**config.mk**
```make
export PLATFORM = sky130hd
export DESIGN_NAME = packet_framer
export DESIGN_NICKNAME = d
export VERILOG_FILES = /design/src/rtl/packet_framer.sv
export SDC_FILE = /design/constraint.sdc
export NUM_CORES = 1
export LEC_CHECK = 0
export ABC_AREA = 0
export BUFFER_PORTS_ARGS = -buffer_cell sky130_fd_sc_hd__buf_2
export CORE_MARGIN = 1.5
export CORE_UTILIZATION = 61
export CTS_CLUSTER_SIZE = 25
export DETAILED_ROUTE_END_ITERATION = 10
export GPL_TIMING_DRIVEN = 0
export MAX_ROUTING_LAYER = met4
export PLACE_DENSITY = 0.8
export SLEW_MARGIN = 20
export SYNTH_ARGS = -nofsm -noshare
export SYNTH_HDL_FRONTEND = slang
export SYNTH_SLANG_ARGS = --single-unit
```
**constraint.sdc**
```tcl
create_clock -name clk -period 3.4 [get_ports clk]
set_input_delay 0.34 -clock clk [delete_from_list [all_inputs] [get_ports clk]]
set_output_delay 0.34 -clock clk [all_outputs]
set_load 0.01 [all_outputs]
```
**src/rtl/packet_framer.sv**
```systemverilog
// rtl/packet_framer.sv - buffers UART bytes and frames them as SYNC, payload, CRC-8 for interfpga_send
module packet_framer #(
  parameter int         PAYLOAD_LEN = 16,
  parameter int         FIFO_AW     = 4,
  parameter logic [7:0] SYNC_BYTE   = 8'hA5
) (
  input  logic             clk,
  input  logic             reset,
  input  logic [7:0]       in_data,
  input  logic             in_valid,
  output logic [7:0]       out_data,
  output logic             out_send,
  input  logic             out_busy,
  output logic [FIFO_AW:0] fifo_level,
  output logic             overflow,
  output logic             frame_active,
  output logic [7:0]       last_crc,
  output logic [7:0]       pkt_count
);

  localparam int                 DEPTH   = 1 << FIFO_AW;
  localparam logic [FIFO_AW:0]   FULL    = (FIFO_AW + 1)'(DEPTH);
  localparam logic [FIFO_AW:0]   LVL_ONE = (FIFO_AW + 1)'(1);
  localparam logic [FIFO_AW-1:0] PTR_ONE = (FIFO_AW)'(1);
  localparam logic [7:0]         PLEN    = 8'(PAYLOAD_LEN);

  typedef enum logic [2:0] {IDLE, ISSUE, WAIT_ACK, WAIT_DONE, NEXT} state_t;

  state_t             state, state_n;
  logic [7:0]         mem [DEPTH];
  logic [FIFO_AW-1:0] wr_ptr, rd_ptr;
  logic               push, pop;
  logic [7:0]         idx, idx_n, crc, crc_n;
  logic [7:0]         out_data_n, last_crc_n, pkt_count_n;
  logic               crc_sent, crc_sent_n, frame_active_n, out_send_n;

  function automatic logic [7:0] crc8_fold(input logic [7:0] c, input logic [7:0] d);
    logic [7:0] r;
    r = c ^ d;
    for (int i = 0; i < 8; i++)
      r = r[7] ? ((r << 1) ^ 8'h07) : (r << 1);
    return r;
  endfunction

  // Fullness is judged on the pre-edge level, so a same-cycle pop never rescues a byte.
  assign push = in_valid && (fifo_level != FULL);

  always_comb begin
    state_n        = state;
    idx_n          = idx;
    crc_n          = crc;
    crc_sent_n     = crc_sent;
    out_data_n     = out_data;
    last_crc_n     = last_crc;
    pkt_count_n    = pkt_count;
    frame_active_n = frame_active;
    out_send_n     = 1'b0;
    pop            = 1'b0;
    case (state)
      IDLE: begin
        if (fifo_level != '0) begin
          out_data_n     = SYNC_BYTE;
          idx_n          = '0;
          crc_n          = '0;
          crc_sent_n     = 1'b0;
          frame_active_n = 1'b1;
          state_n        = ISSUE;
        end
      end
      ISSUE: begin
        if (!out_busy) begin
          out_send_n = 1'b1;
          state_n    = WAIT_ACK;
        end
      end
      WAIT_ACK:  if (out_busy)  state_n = WAIT_DONE;
      WAIT_DONE: if (!out_busy) state_n = NEXT;
      NEXT: begin
        if (idx != PLEN) begin
          if (fifo_level != '0) begin
            pop        = 1'b1;
            out_data_n = mem[rd_ptr];
            crc_n      = crc8_fold(crc, mem[rd_ptr]);
            idx_n      = idx + 8'd1;
            state_n    = ISSUE;
          end
        end else if (!crc_sent) begin
          out_data_n = crc;
          crc_sent_n = 1'b1;
          state_n    = ISSUE;
        end else begin
          last_crc_n     = crc;
          pkt_count_n    = pkt_count + 8'd1;
          frame_active_n = 1'b0;
          state_n        = IDLE;
        end
      end
      default: state_n = IDLE;
    endcase
  end

  always_ff @(posedge clk) begin
    if (reset) begin
      state        <= IDLE;
      idx          <= '0;
      crc          <= '0;
      crc_sent     <= 1'b0;
      out_data     <= '0;
      out_send     <= 1'b0;
      last_crc     <= '0;
      pkt_count    <= '0;
      frame_active <= 1'b0;
      wr_ptr       <= '0;
      rd_ptr       <= '0;
      fifo_level   <= '0;
      overflow     <= 1'b0;
    end else begin
      state        <= state_n;
      idx          <= idx_n;
      crc          <= crc_n;
      crc_sent     <= crc_sent_n;
      out_data     <= out_data_n;
      out_send     <= out_send_n;
      last_crc     <= last_crc_n;
      pkt_count    <= pkt_count_n;
      frame_active <= frame_active_n;
      if (push) wr_ptr <= wr_ptr + PTR_ONE;
      if (pop)  rd_ptr <= rd_ptr + PTR_ONE;
      case ({push, pop})
        2'b10:   fifo_level <= fifo_level + LVL_ONE;
        2'b01:   fifo_level <= fifo_level - LVL_ONE;
        default: fifo_level <= fifo_level;
      endcase
      if (in_valid && !push) overflow <= 1'b1;
    end
  end

  always_ff @(posedge clk) begin
    if (!reset && push) mem[wr_ptr] <= in_data;
  end

endmodule

```
Word-level counts from Yosys, hierarchy flattened
Memories as Yosys holds them, arrays and structs flattened. A register that Yosys moved wholly into a read port is not among the register bits.
Cells that the tools add are included.
{ "word_totals": {"out_inout_bits": 32, "input_bits": 12, "memories": 1, "wordCells": 108, "mem_bits_rw": 128, "reg_bits": 60} }
{ "memory_table": {"columns": ["memory", "words", "width", "read_ports", "rd_clocked_by_memory_dff", "wr", "line_no", "source"], "rows": [
  ["mem", 16, 8, 1, 1, 1, "30", "logic [7:0] mem [DEPTH];"]
]} }
{ "op_classes": {"eq_ne": 18, "n_reduce_logical": 16, "bitwise": 11, "n_mux": 43, "addsub": 6} }
{ "ops": {"columns": ["op", "count"], "rows": [
  ["two-way mux 8 bit", 9],
  ["one-hot mux 8 bit (2 select lines)", 3],
  ["two-way mux 3 bit", 13],
  ["NOT 3 bit", 8],
  ["adder 8 x 1 -> 8 bit (second input constant)", 2],
  ["inequality test 2 bit (second input constant)", 8],
  ["one-hot mux 3 bit (5 select lines)", 1],
  ["two-way mux 1 bit", 12],
  ["AND reduction 4 bit", 3],
  ["one-hot mux 5 bit (2 select lines)", 1],
  ["AND reduction 3 bit", 3],
  ["adder 4 x 1 -> 4 bit (second input constant)", 2],
  ["two-way mux 4 bit", 2],
  ["inequality test 8 x 5 -> 1 bit (second input constant)", 1],
  ["XOR 8 bit", 1],
  ["== test 3 x 2 -> 1 bit (second input constant)", 2],
  ["inequality test 3 bit (second input constant)", 2],
  ["adder 5 x 1 -> 5 bit (second input constant)", 1],
  ["inequality test 5 bit (second input constant)", 1],
  ["nonzero test 5 bit", 1],
  ["subtractor 5 x 1 -> 5 bit (second input constant)", 1],
  ["one-hot mux 1 bit (2 select lines)", 2],
  ["nonzero test 2 bit", 2],
  ["== test 3 x 1 -> 1 bit (second input constant)", 1],
  ["other kinds (8)", 12]
]} }

Depth between registers and ports, before layout
Gate-level depths: netlist (run 1).
{ "depth": {"ltp_word": 20, "ltp_mapped": 16, "mapped_depth_nobuf": 14} }

Worst setup path after synthesis (run 1)
Ideal clock, no wire load.
{ "synth_timing": {"path_kind": "reg2reg", "start": "register fifo_level[1]", "end": "register fifo_level[4]", "required_ps": 3330, "path_stages_with_launch": 17, "arrival_time_ps": 2984, "setup_time_ps": 70, "path_buffers": 4, "slack_ps": 345, "period_less_slack_ps": 3055, "path_cell_list": "dfxtp_1 clkbuf_1 nor4_1 nor2b_1 buf_2 nor3_1 buf_2 ha_1 clkbuf_1 xor2_1 ha_1 o21ai_0 nand2b_1 a21oi_1 a31oi_1 or3_1 a21oi_1"} }
{ "synth_via": {"elab_chain_len": 6, "word_cells_on_any_way": 12, "cone_classes": "add/sub: 2; eq/ne: 3; mux: 4; reduce/logical: 3"} }
{ "synth_lines": {"columns": ["element", "line_no", "source"], "rows": [
  ["from (decl)", "14", "output logic [FIFO_AW:0] fifo_level,"],
  ["from (signal assigned)", "130", "2'b10: fifo_level <= fifo_level + LVL_ONE;"],
  ["from (signal assigned)", "131", "2'b01: fifo_level <= fifo_level - LVL_ONE;"],
  ["from (signal assigned)", "132", "default: fifo_level <= fifo_level;"],
  ["nonzero test 5 bit *", "80", "if (fifo_level != '0) begin"],
  ["two-way mux 1 bit *", "80", null],
  ["two-way mux 1 bit *", "79", "if (idx != PLEN) begin"],
  ["two-way mux 1 bit *", "59", "case (state)"],
  ["net pop", "32", "logic push, pop;"],
  ["== test 2 x 1 -> 1 bit / == test 2 bit (equally long branches)", "129", "case ({push, pop})"],
  ["one-hot mux 5 bit (2 select lines) / nonzero test 2 bit (equally long branches)", null, null]
]} }
Mark *: on every way through the listed nets, which the timed path passes. The rest lies on a longest branch.
A chain may end at the register's enable or synchronous reset.

Worst setup path after layout (run 1)
{ "layout_timing": {"start": "register idx[0]", "end": "register fifo_level[4]"} }
{ "layout_via": {"elab_chain_len": 5, "word_cells_on_any_way": 7, "cone_classes": "eq/ne: 3; mux: 3; reduce/logical: 1"} }
{ "layout_lines": {"columns": ["element", "line_no", "source"], "rows": [
  ["from (decl)", "33", "logic [7:0] idx, idx_n, crc, crc_n;"],
  ["from (signal assigned)", "119", "idx <= idx_n;"],
  ["inequality test 8 x 5 -> 1 bit *", "79", null],
  ["two-way mux 1 bit *", "79", null],
  ["two-way mux 1 bit *", "59", null],
  ["net pop", "32", null],
  ["== test 2 x 1 -> 1 bit / == test 2 bit (equally long branches)", "129", null],
  ["one-hot mux 5 bit (2 select lines) / nonzero test 2 bit (equally long branches)", null, null]
]} }
Marked as above.

==> flow_summary.html, run 1 <==
<table>
<tr><th>Metric</th><th>Value</th></tr>
<tr><th colspan="2">Run status</th></tr>
<tr><td>Run status</td><td>completed</td></tr>
<tr><th colspan="2">Placed design</th></tr>
<tr><td>Post-DP Area</td><td>about 8600 sq um</td></tr>
<tr><td>RePlAce Congestion</td><td>0.846</td></tr>
<tr><td>Number of placed instances, taps included</td><td>around 810</td></tr>
<tr><td>Port Buffer Count</td><td>42</td></tr>
<tr><td>Total half-perimeter wirelength after legalization and detailed placement</td><td>11500 um</td></tr>
<tr><td>Post-Place Setup Slack</td><td>-0.236 ns</td></tr>
<tr><th colspan="2">Clock network</th></tr>
<tr><td>Cts bufs inserted</td><td>17</td></tr>
<tr><td>CTS tree</td><td>built</td></tr>
<tr><td>Total clock sinks</td><td>about 190</td></tr>
<tr><td>CTS root buffer</td><td>clkbuf_16</td></tr>
<tr><td>Hold_buf cts</td><td>0</td></tr>
<tr><td>Worst-skew pair later-pin latency</td><td>0.43 ns</td></tr>
<tr><td>Maximum level of the CTS H-tree</td><td>4</td></tr>
<tr><td>Register clock-pin slew on the reported worst setup and hold paths</td><td>0.07 ns</td></tr>
<tr><td>Clock buffer depth</td><td>2</td></tr>
<tr><th colspan="2">Worst setup path</th></tr>
<tr><td>Number of cell instances on the worst register-to-register path</td><td>15</td></tr>
<tr><td>Critical Path Sink Type</td><td>flip-flop</td></tr>
<tr><td>Critical Path Max Stage Delay</td><td>0.45 ns</td></tr>
<tr><td>Slowest stage cell, crit path</td><td>nor4_4</td></tr>
<tr><td>Critical path start-end classification</td><td>reg -&gt; reg</td></tr>
<tr><td>Data arrival time of the critical path</td><td>3.54 ns</td></tr>
<tr><td>Cell-by-cell listing of the critical path</td><td>inv_1, ha_1, nand4bb_1, nor4_4, nor3_2, buf_2, ha_4, xor2_1, ha_1, o21ai_0, nand2b_1, a21oi_1, a31oi_1, or3_1, a21oi_1</td></tr>
<tr><td>FF-to-FF setup slack</td><td>around 0.22 ns</td></tr>
<tr><td>Beginning of the worst register-to-register path</td><td>idx[0]</td></tr>
<tr><td>Capture instance of the worst register-to-register path</td><td>fifo_level[4]</td></tr>
<tr><td>Startpoint kind of the worst setup timing path</td><td>flip-flop</td></tr>
<tr><td>Required time of the critical path</td><td>3.76 ns</td></tr>
<tr><td>Worst path bufs/invs</td><td>2</td></tr>
<tr><td>Largest driver fanout on the critical path</td><td>10</td></tr>
<tr><td>Top delay family on crit path</td><td>simple AND/OR/NAND/NOR gates</td></tr>
<tr><td>Cell count along the critical path</td><td>15</td></tr>
<tr><th colspan="2">Global route</th></tr>
<tr><td>Number of global-route vias before repair</td><td>around 5000</td></tr>
<tr><td>Grt ovf</td><td>0</td></tr>
<tr><td>Largest net degree at the start of global routing</td><td>18</td></tr>
<tr><td>Antenna violations before repair</td><td>0</td></tr>
<tr><td>Overall global routing resource usage</td><td>25.8%</td></tr>
<tr><td>Global-route wire length before repair</td><td>approximately 26000 um</td></tr>
<tr><th colspan="2">Routing</th></tr>
<tr><td>Detailed-route vias per instance</td><td>just over 6</td></tr>
<tr><td>Via count of the routed design</td><td>roughly 5100</td></tr>
<tr><td>Post-DRT Antenna Nets</td><td>0</td></tr>
<tr><td>Average detailed-routed wire length per instance</td><td>20.2 um</td></tr>
<tr><td>Initial DRT Pass Iterations</td><td>5</td></tr>
<tr><td>Post-detailed-route DRC marker count</td><td>0</td></tr>
<tr><td>Detailed router's first-iteration violation count</td><td>between 400 and 500</td></tr>
<tr><td>Detailed-route wire length</td><td>16900 um</td></tr>
<tr><th colspan="2">Power</th></tr>
<tr><td>Comb power frac</td><td>5.6%</td></tr>
<tr><td>Largest voltage drop on the vdd net</td><td>a little over 500 uV</td></tr>
<tr><td>Clock network fraction of total power</td><td>42.0%</td></tr>
<tr><td>Cell area power density</td><td>525 nW/um^2</td></tr>
<tr><td>Relative contribution of sequential cells to total power</td><td>52.5%</td></tr>
<tr><td>Net switching power</td><td>roughly 1.1 mW</td></tr>
<tr><td>Leakage power total</td><td>3.20 nW</td></tr>
<tr><td>Fraction of power spent switching nets</td><td>21.9%</td></tr>
<tr><td>Post-layout power</td><td>4.84 mW</td></tr>
<tr><td>Internal power of the cells</td><td>roughly 3.8 mW</td></tr>
<tr><th colspan="2">Yosys</th></tr>
<tr><td>Distinct cell type count of the synthesized netlist</td><td>56</td></tr>
<tr><td>Count of state elements after synthesis</td><td>192</td></tr>
<tr><td>Xor and xnor fraction of the mapped netlist area</td><td>4.99%</td></tr>
<tr><td>Asr flop ratio synth</td><td>0%</td></tr>
<tr><td>Cell area after synthesis</td><td>8120 sq um</td></tr>
<tr><td>Seq/Total Area, Yosys</td><td>between 60% and 70%</td></tr>
<tr><td>Net count of the mapped netlist</td><td>between 600 and 700</td></tr>
<tr><td>Main combinational cell family by area after synthesis</td><td>multiplexers</td></tr>
<tr><td>Post-synthesis compound-gate area fraction</td><td>roughly 6.0%</td></tr>
<tr><td>Post-synthesis area per instance</td><td>between 10 and 15 sq um</td></tr>
<tr><td>Post-Synthesis Cells</td><td>a little under 600</td></tr>
<tr><td>Post-synthesis share of cell area spent on full adders, half adders and majority gates</td><td>1.70%</td></tr>
<tr><td>Primary FF master, synth</td><td>edfxtp_1</td></tr>
<tr><td>Fraction of synthesized area in multiplexers</td><td>~12%</td></tr>
<tr><td>Count of warnings emitted by yosys</td><td>0</td></tr>
<tr><td>Post-synthesis share of cell area spent on and, or, nand and nor gates</td><td>9.23%</td></tr>
<tr><td>Number of synthesized flops with an enable pin</td><td>128</td></tr>
<tr><th colspan="2">STA</th></tr>
<tr><td>Setup repair after global routing missed its margin</td><td>no</td></tr>
<tr><td>Fmax</td><td>314 MHz</td></tr>
<tr><td>Fin crit share</td><td>between 90 and 100%</td></tr>
<tr><td>Final setup skew</td><td>0.0129 ns</td></tr>
<tr><td>Hold Violations, Final</td><td>0</td></tr>
<tr><td>Setup WS post-layout</td><td>roughly 0.22 ns</td></tr>
<tr><td>Slew margin rel.</td><td>32.0%</td></tr>
<tr><td>Total setup violations reported at the end of the flow</td><td>0</td></tr>
<tr><td>Final critical delay including setup and external delays</td><td>3.18 ns</td></tr>
<tr><td>Pins over their slew limit</td><td>0</td></tr>
<tr><td>Summed negative setup slack over all endpoints</td><td>0 ns</td></tr>
<tr><td>Worst slew pin tran</td><td>1.02 ns</td></tr>
<tr><th colspan="2">Floorplanning</th></tr>
<tr><td>Initial core utilization</td><td>63.3%</td></tr>
<tr><td>Die outline width</td><td>118 um</td></tr>
<tr><td>Placeable core area</td><td>12800 sq um</td></tr>
<tr><td>Core Rows</td><td>41</td></tr>
<tr><td>Die Footprint</td><td>14000 sq um</td></tr>
<tr><td>Die outline height</td><td>118 um</td></tr>
<tr><td>Total I/O pin count</td><td>44</td></tr>
<tr><th colspan="2">Cells and area</th></tr>
<tr><td>Most common cell after layout, fill and taps aside</td><td>edfxtp_1</td></tr>
<tr><td>Share of layout cells above drive strength 1</td><td>19.4%</td></tr>
<tr><td>Area taken by flip-flops and latches</td><td>a little over 5000 sq um</td></tr>
<tr><td>Ant. Diodes</td><td>0</td></tr>
<tr><td>Area overhead of the layout relative to synthesis</td><td>13.7%</td></tr>
<tr><td>Area of combinational cells with multiple inputs</td><td>2820 sq um</td></tr>
<tr><td>Post-route cell area</td><td>9230 sq um</td></tr>
<tr><td>Final-stage net count</td><td>676</td></tr>
<tr><td>Total of fill cells in the finished design</td><td>819</td></tr>
<tr><td>Commonest cells after routing, fill and taps aside</td><td>edfxtp_1 (128), dfxtp_1 (64), nor2_1 (62)</td></tr>
<tr><td>Final non-filler cell total</td><td>837</td></tr>
<tr><th colspan="2">Job</th></tr>
<tr><td>Max-cap violation count</td><td>0</td></tr>
<tr><th colspan="2">Worst hold path</th></tr>
<tr><td>Endpoint of the worst hold-timing path</td><td>overflow</td></tr>
<tr><td>Hold WC Path Type</td><td>in -&gt; reg</td></tr>
<tr><td>Launch instance of the worst min-delay path</td><td>in_valid</td></tr>
<tr><td>Depth of the worst hold-timing path</td><td>3</td></tr>
</table>
-- cells in the mapped netlist, types with 11 or more instances --
master | number | share of area [%]
o21ai_0 | 11 | 0.68
ha_1 | 11 | 1.7
nor2_1 | 62 | 2.9
xor2_1 | 20 | 2.2
clkbuf_1 | 17 | 0.79
mux4_1 | 13 | 4.2
xnor2_1 | 18 | 1.9
edfxtp_1 | 128 | 47
a21oi_1 | 37 | 2.3
mux4_2 | 15 | 4.2
inv_1 | 12 | 0.55
nand2_1 | 43 | 2.0
dfxtp_1 | 64 | 16
mux2i_1 | 20 | 2.5
nor3_1 | 11 | 0.68
-- timing repair --
item,4_1_cts,5_1_grt
buffers inserted,0,1
endpoints found under the hold margin,0,0
pin swaps,0,1
endpoints found under the setup margin,2,2
resized for setup,3,2
-- how the worst max path moves through the flow --
stage                  startpoint  slack (ns)       endpoint
floorplan           fifo_level[1]        0.35  fifo_level[4]
detailed placement         idx[0]       -0.24  fifo_level[4]
CTS                 fifo_level[1]        0.08  fifo_level[4]
global route               idx[0]        0.05  fifo_level[4]
global placement           idx[0]       -0.09  fifo_level[4]
finish                     idx[0]        0.22  fifo_level[4]
-- cell families (layout without fill, tap and decap cells) --
| family | count (synthesis) | in the layout |
|---|---|---|
| XOR/XNOR | 42 | 42 |
| flip-flops | 192 | 192 |
| buffers and inverters | 45 | 120 |
| multiplexers | 57 | 57 |
| adder cells (fa/ha/maj) | 11 | 11 |
| AND/OR/NAND/NOR | 162 | 162 |
| AO/OA/AOI/OAI | 81 | 81 |
-- power groups by stage --
stage	registers, mW	clock network, mW	logic [mW]
floorplan	2.59	0	0.169
global placement	2.59	0	0.250
detailed placement	2.59	0	0.268
CTS	2.54	2.05	0.270
global route	2.54	2.14	0.296
finish	2.54	2.03	0.270
-- stage by stage --
step                util, %  hold slack, ns
floorplan                 -           0.439
global placement       66.6           0.441
detailed placement     67.0           0.444
CTS                    71.8           0.179
global route           72.0           0.212
finish                 72.0           0.194
-- sequential cells by signal, indices dropped and copies added, names as in the netlist, 3 cells and up, named ones only --
| signal | flops |
|---|---|
| mem | 128 |
| fifo_level | 5 |
| crc | 8 |
| last_crc | 8 |
| state | 3 |
| pkt_count | 8 |
| wr_ptr | 4 |
| rd_ptr | 4 |
| idx | 8 |
| out_data | 8 |
-- area by class of cell --
class,instances,area share [%]
flip-flops and latches,192,55.5
multi-input cells,353,30.5
clock buffers,17,4.61
repair buffers,47,2.68
well taps,172,2.33
clock inverters,14,1.94
plain buffers,30,1.86
inverters,12,0.488
-- worst reg2reg max path, delay by kind of cell, from the launching register on --
family / cells / cell delay [ns]
XOR/XNOR: 1 / 0.14
adder cells (fa/ha/maj): 3 / 0.59
flip-flops: 1 / 0.36
AO/OA/AOI/OAI: 4 / 0.58
AND/OR/NAND/NOR: 5 / 1.14
buffers and inverters: 2 / 0.30
-- layer usage --
| metal | track usage (%) | vias to the layer above | part of all wire, % | wire, um |
|---|---|---|---|---|
| met5 | - | - | 0 | 0 |
| met4 | 8.58 | 0 | 1.6 | 269 |
| met3 | 5.41 | 27 | 5.3 | 905 |
| met2 | 44.0 | 195 | 52 | 8760 |
| met1 | 30.8 | 2511 | 41 | 6980 |
| li1 | - | 2318 | - | - |
(Power assumes the default switching activity.)
==> run 2: changes to the inputs <==
Settings changed: MAX_ROUTING_LAYER met4 to not set, PLACE_DENSITY 0.8 to not set, PLACE_DENSITY_LB_ADDON set to 0.3.
==> run 2 against run 1 <==
Combinational power barely moved. Via count about the same. Critical path depth unchanged. Non-clock buffer count did not move. Sequential share of layout area is 0.090 points higher. Worst setup slack worse by 0.013 ns. Cell area shrank 0.16%. Flip-flop and latch count unchanged. Critical endpoint unchanged. Largest cell class unchanged. Sequential power barely moved. Core utilization fell by 0.12 points. Hold slack improved by 0.0050 ns.
==> flow_summary.html, run 2 (synthesis gave the netlist of run 1 again) <==
<table>
<tr><th>Metric</th><th>Value</th></tr>
<tr><th colspan="2">Worst setup path</th></tr>
<tr><td>Beginning of the worst register-to-register path</td><td>idx[0] (unchanged)</td></tr>
<tr><td>Startpoint kind of the worst setup timing path</td><td>flip-flop (unchanged)</td></tr>
<tr><td>Data arrival time of the critical path</td><td>3.56 ns (was 3.54 ns)</td></tr>
<tr><td>Critical path start-end classification</td><td>reg -&gt; reg (unchanged)</td></tr>
<tr><td>Required time of the critical path</td><td>3.76 ns (about the same)</td></tr>
<tr><td>Largest driver fanout on the critical path</td><td>10 (unchanged)</td></tr>
<tr><td>Critical Path Sink Type</td><td>flip-flop (unchanged)</td></tr>
<tr><td>Capture instance of the worst register-to-register path</td><td>fifo_level[4] (unchanged)</td></tr>
<tr><td>FF-to-FF setup slack</td><td>0.21 ns (was 0.22 ns)</td></tr>
<tr><td>Number of cell instances on the worst register-to-register path</td><td>15 (unchanged)</td></tr>
<tr><th colspan="2">Floorplanning</th></tr>
<tr><td>Placeable core area</td><td>12800 sq um (unchanged)</td></tr>
<tr><td>Die Footprint</td><td>14000 sq um (unchanged)</td></tr>
<tr><td>Core Rows</td><td>41 (unchanged)</td></tr>
<tr><td>Die outline height</td><td>118 um (unchanged)</td></tr>
<tr><td>Total I/O pin count</td><td>44 (unchanged)</td></tr>
<tr><td>Die outline width</td><td>118 um (unchanged)</td></tr>
<tr><td>Initial core utilization</td><td>63.3% (unchanged)</td></tr>
<tr><th colspan="2">Placed design</th></tr>
<tr><td>Total half-perimeter wirelength after legalization and detailed placement</td><td>11400 um (was 11500 um)</td></tr>
<tr><td>RePlAce Congestion</td><td>0.849 (was 0.846)</td></tr>
<tr><td>Port Buffer Count</td><td>42 (unchanged)</td></tr>
<tr><td>Post-Place Setup Slack</td><td>-0.189 ns (was -0.236 ns)</td></tr>
<tr><td>Post-DP Area</td><td>8590 sq um (unchanged)</td></tr>
<tr><th colspan="2">Clock network</th></tr>
<tr><td>Hold_buf cts</td><td>0 (unchanged)</td></tr>
<tr><td>Cts bufs inserted</td><td>17 (unchanged)</td></tr>
<tr><td>Total clock sinks</td><td>192 (unchanged)</td></tr>
<tr><td>Clock buffer depth</td><td>2 (unchanged)</td></tr>
<tr><td>Maximum level of the CTS H-tree</td><td>4 (unchanged)</td></tr>
<tr><td>CTS root buffer</td><td>clkbuf_16 (unchanged)</td></tr>
<tr><td>Register clock-pin slew on the reported worst setup and hold paths</td><td>0.07 ns (about the same)</td></tr>
<tr><td>CTS tree</td><td>built (unchanged)</td></tr>
<tr><td>Worst-skew pair later-pin latency</td><td>0.44 ns (was 0.43 ns)</td></tr>
<tr><th colspan="2">Routing</th></tr>
<tr><td>Detailed-route vias per instance</td><td>6.05 (was 6.03)</td></tr>
<tr><td>Detailed-route wire length</td><td>17100 um (was 16900 um)</td></tr>
<tr><td>Detailed router's first-iteration violation count</td><td>541 (was 446)</td></tr>
<tr><td>Post-detailed-route DRC marker count</td><td>0 (unchanged)</td></tr>
<tr><td>Post-DRT Antenna Nets</td><td>0 (unchanged)</td></tr>
<tr><td>Average detailed-routed wire length per instance</td><td>20.4 um (was 20.2 um)</td></tr>
<tr><td>Via count of the routed design</td><td>5056 (was 5051)</td></tr>
<tr><td>Initial DRT Pass Iterations</td><td>7 (was 5)</td></tr>
<tr><th colspan="2">Power</th></tr>
<tr><td>Leakage power total</td><td>3.20 nW (about the same)</td></tr>
<tr><td>Largest voltage drop on the vdd net</td><td>378 uV (was 504 uV)</td></tr>
<tr><td>Cell area power density</td><td>523 nW/um^2 (was 525 nW/um^2)</td></tr>
<tr><th colspan="2">Global route</th></tr>
<tr><td>Antenna violations before repair</td><td>0 (unchanged)</td></tr>
<tr><td>Grt ovf</td><td>0 (unchanged)</td></tr>
<tr><td>Largest net degree at the start of global routing</td><td>17 (was 18)</td></tr>
<tr><td>Global-route wire length before repair</td><td>26800 um (was 26400 um)</td></tr>
<tr><td>Overall global routing resource usage</td><td>25.6% (was 25.8%)</td></tr>
<tr><td>Number of global-route vias before repair</td><td>5078 (was 4973)</td></tr>
<tr><th colspan="2">STA</th></tr>
<tr><td>Slew margin rel.</td><td>31.6% (was 32.0%)</td></tr>
<tr><td>Final critical delay including setup and external delays</td><td>3.19 ns (was 3.18 ns)</td></tr>
<tr><td>Fin crit share</td><td>94.0% (was 93.6%)</td></tr>
<tr><td>Fmax</td><td>313 MHz (was 314 MHz)</td></tr>
<tr><td>Summed negative setup slack over all endpoints</td><td>0 ns (unchanged)</td></tr>
<tr><td>Hold Violations, Final</td><td>0 (unchanged)</td></tr>
<tr><td>Final setup skew</td><td>0.0110 ns (was 0.0129 ns)</td></tr>
<tr><td>Setup WS post-layout</td><td>0.206 ns (was 0.219 ns)</td></tr>
<tr><td>Total setup violations reported at the end of the flow</td><td>0 (unchanged)</td></tr>
<tr><td>Pins over their slew limit</td><td>0 (unchanged)</td></tr>
<tr><td>Worst slew pin tran</td><td>1.02 ns (about the same)</td></tr>
<tr><th colspan="2">Cells and area</th></tr>
<tr><td>Post-route cell area</td><td>9210 sq um (was 9230 sq um)</td></tr>
<tr><td>Largest register FFs</td><td>128 (unchanged)</td></tr>
<tr><td>Ant. Diodes</td><td>0 (unchanged)</td></tr>
<tr><td>Most common cell after layout, fill and taps aside</td><td>edfxtp_1 (unchanged)</td></tr>
<tr><td>Area overhead of the layout relative to synthesis</td><td>13.5% (was 13.7%)</td></tr>
<tr><td>Final-stage net count</td><td>676 (unchanged)</td></tr>
<tr><td>Share of layout cells above drive strength 1</td><td>19.1% (was 19.4%)</td></tr>
<tr><td>Area taken by flip-flops and latches</td><td>5120 sq um (unchanged)</td></tr>
<tr><td>Register ranked first by flip-flop count</td><td>mem (unchanged)</td></tr>
<tr><td>Commonest cells after routing, fill and taps aside</td><td>edfxtp_1 (128), dfxtp_1 (64), nor2_1 (62) (unchanged)</td></tr>
<tr><td>Total of fill cells in the finished design</td><td>837 (was 819)</td></tr>
<tr><td>Area of combinational cells with multiple inputs</td><td>2820 sq um (about the same)</td></tr>
<tr><th colspan="2">Worst hold path</th></tr>
<tr><td>Depth of the worst hold-timing path</td><td>3 (unchanged)</td></tr>
<tr><td>Launch instance of the worst min-delay path</td><td>in_valid (unchanged)</td></tr>
<tr><td>Endpoint of the worst hold-timing path</td><td>overflow (unchanged)</td></tr>
<tr><td>Hold WC Path Type</td><td>in -&gt; reg (unchanged)</td></tr>
<tr><th colspan="2">Run status</th></tr>
<tr><td>Run status</td><td>completed (unchanged)</td></tr>
<tr><th colspan="2">Job</th></tr>
<tr><td>Max-cap violation count</td><td>0 (unchanged)</td></tr>
</table>
[run 2: how the worst max path moves through the flow]
stage / from / cells past startpoint / slack [ns] / end
finish: idx[0] / 15 / 0.21 / fifo_level[4]
global route: idx[0] / 15 / -0.0005 / fifo_level[4]
CTS: fifo_level[2] / 15 / 0.11 / fifo_level[4]
detailed placement: idx[0] / 16 / -0.19 / fifo_level[4]
global placement: fifo_level[1] / 7 / -0.13 / mem[0][3]
floorplan: fifo_level[1] / 16 / 0.35 / fifo_level[4]
[run 2: critical path: stages, from the launching register on]
cell       delay, ns
dfxtp_1         0.42
inv_1           0.09
ha_1            0.23
nand4bb_1       0.16
nor4_4          0.07
nor3_1          0.27
buf_4           0.25
ha_2            0.29
xor2_1          0.09
ha_1            0.23
o21ai_0         0.17
nand2b_1        0.09
a21oi_1         0.15
a31oi_1         0.11
or3_1           0.32
a21oi_1         0.15
[run 2: what timing repair did]
action / CTS / global route
buffers inserted: 1 / 0
endpoints found under the setup margin: 2 / 72
pin swaps: 1 / 0
gates resized for setup: 3 / 3
[run 2: layer usage]
layer  up-vias  routed length, um  global-route usage, %
met4         0                408                   11.3
met1      2501               6860                   31.0
met3        43               1040                   5.26
met2       189               8780                   44.3
met5         -                  0                      0
li1       2323                  -                      -
[run 2: power breakdown]
group / switching [mW] / internal (mW) / total (mW)
combinational: 0.171 / 0.100 / 0.271
clock: 0.854 / 1.15 / 2.01
sequential: 0.0238 / 2.52 / 2.54
total: 1.05 / 3.77 / 4.82
[run 2: area by class of cell]
class                           instances  area share, %
Inverter                               12          0.489
Clock buffer                           18           4.66
Multi-Input combinational cell        353           30.6
Timing Repair Buffer                   47           2.69
Sequential cell                       192           55.6
Buffer                                 30           1.89
Clock inverter                         12           1.74
Tap cell                              172           2.34
[run 2: through the flow]
stage | total power, mW | hold WS, ns | utilization, % | std cells
finish | 4.82 | 0.199 | 71.8 | 836
global route | 4.94 | 0.236 | 71.8 | 836
CTS | 4.83 | 0.183 | 71.7 | 837
detailed placement | 2.86 | 0.448 | 67.0 | 808
global placement | 2.84 | 0.445 | 66.6 | 804
floorplan | 2.76 | 0.439 | - | 590
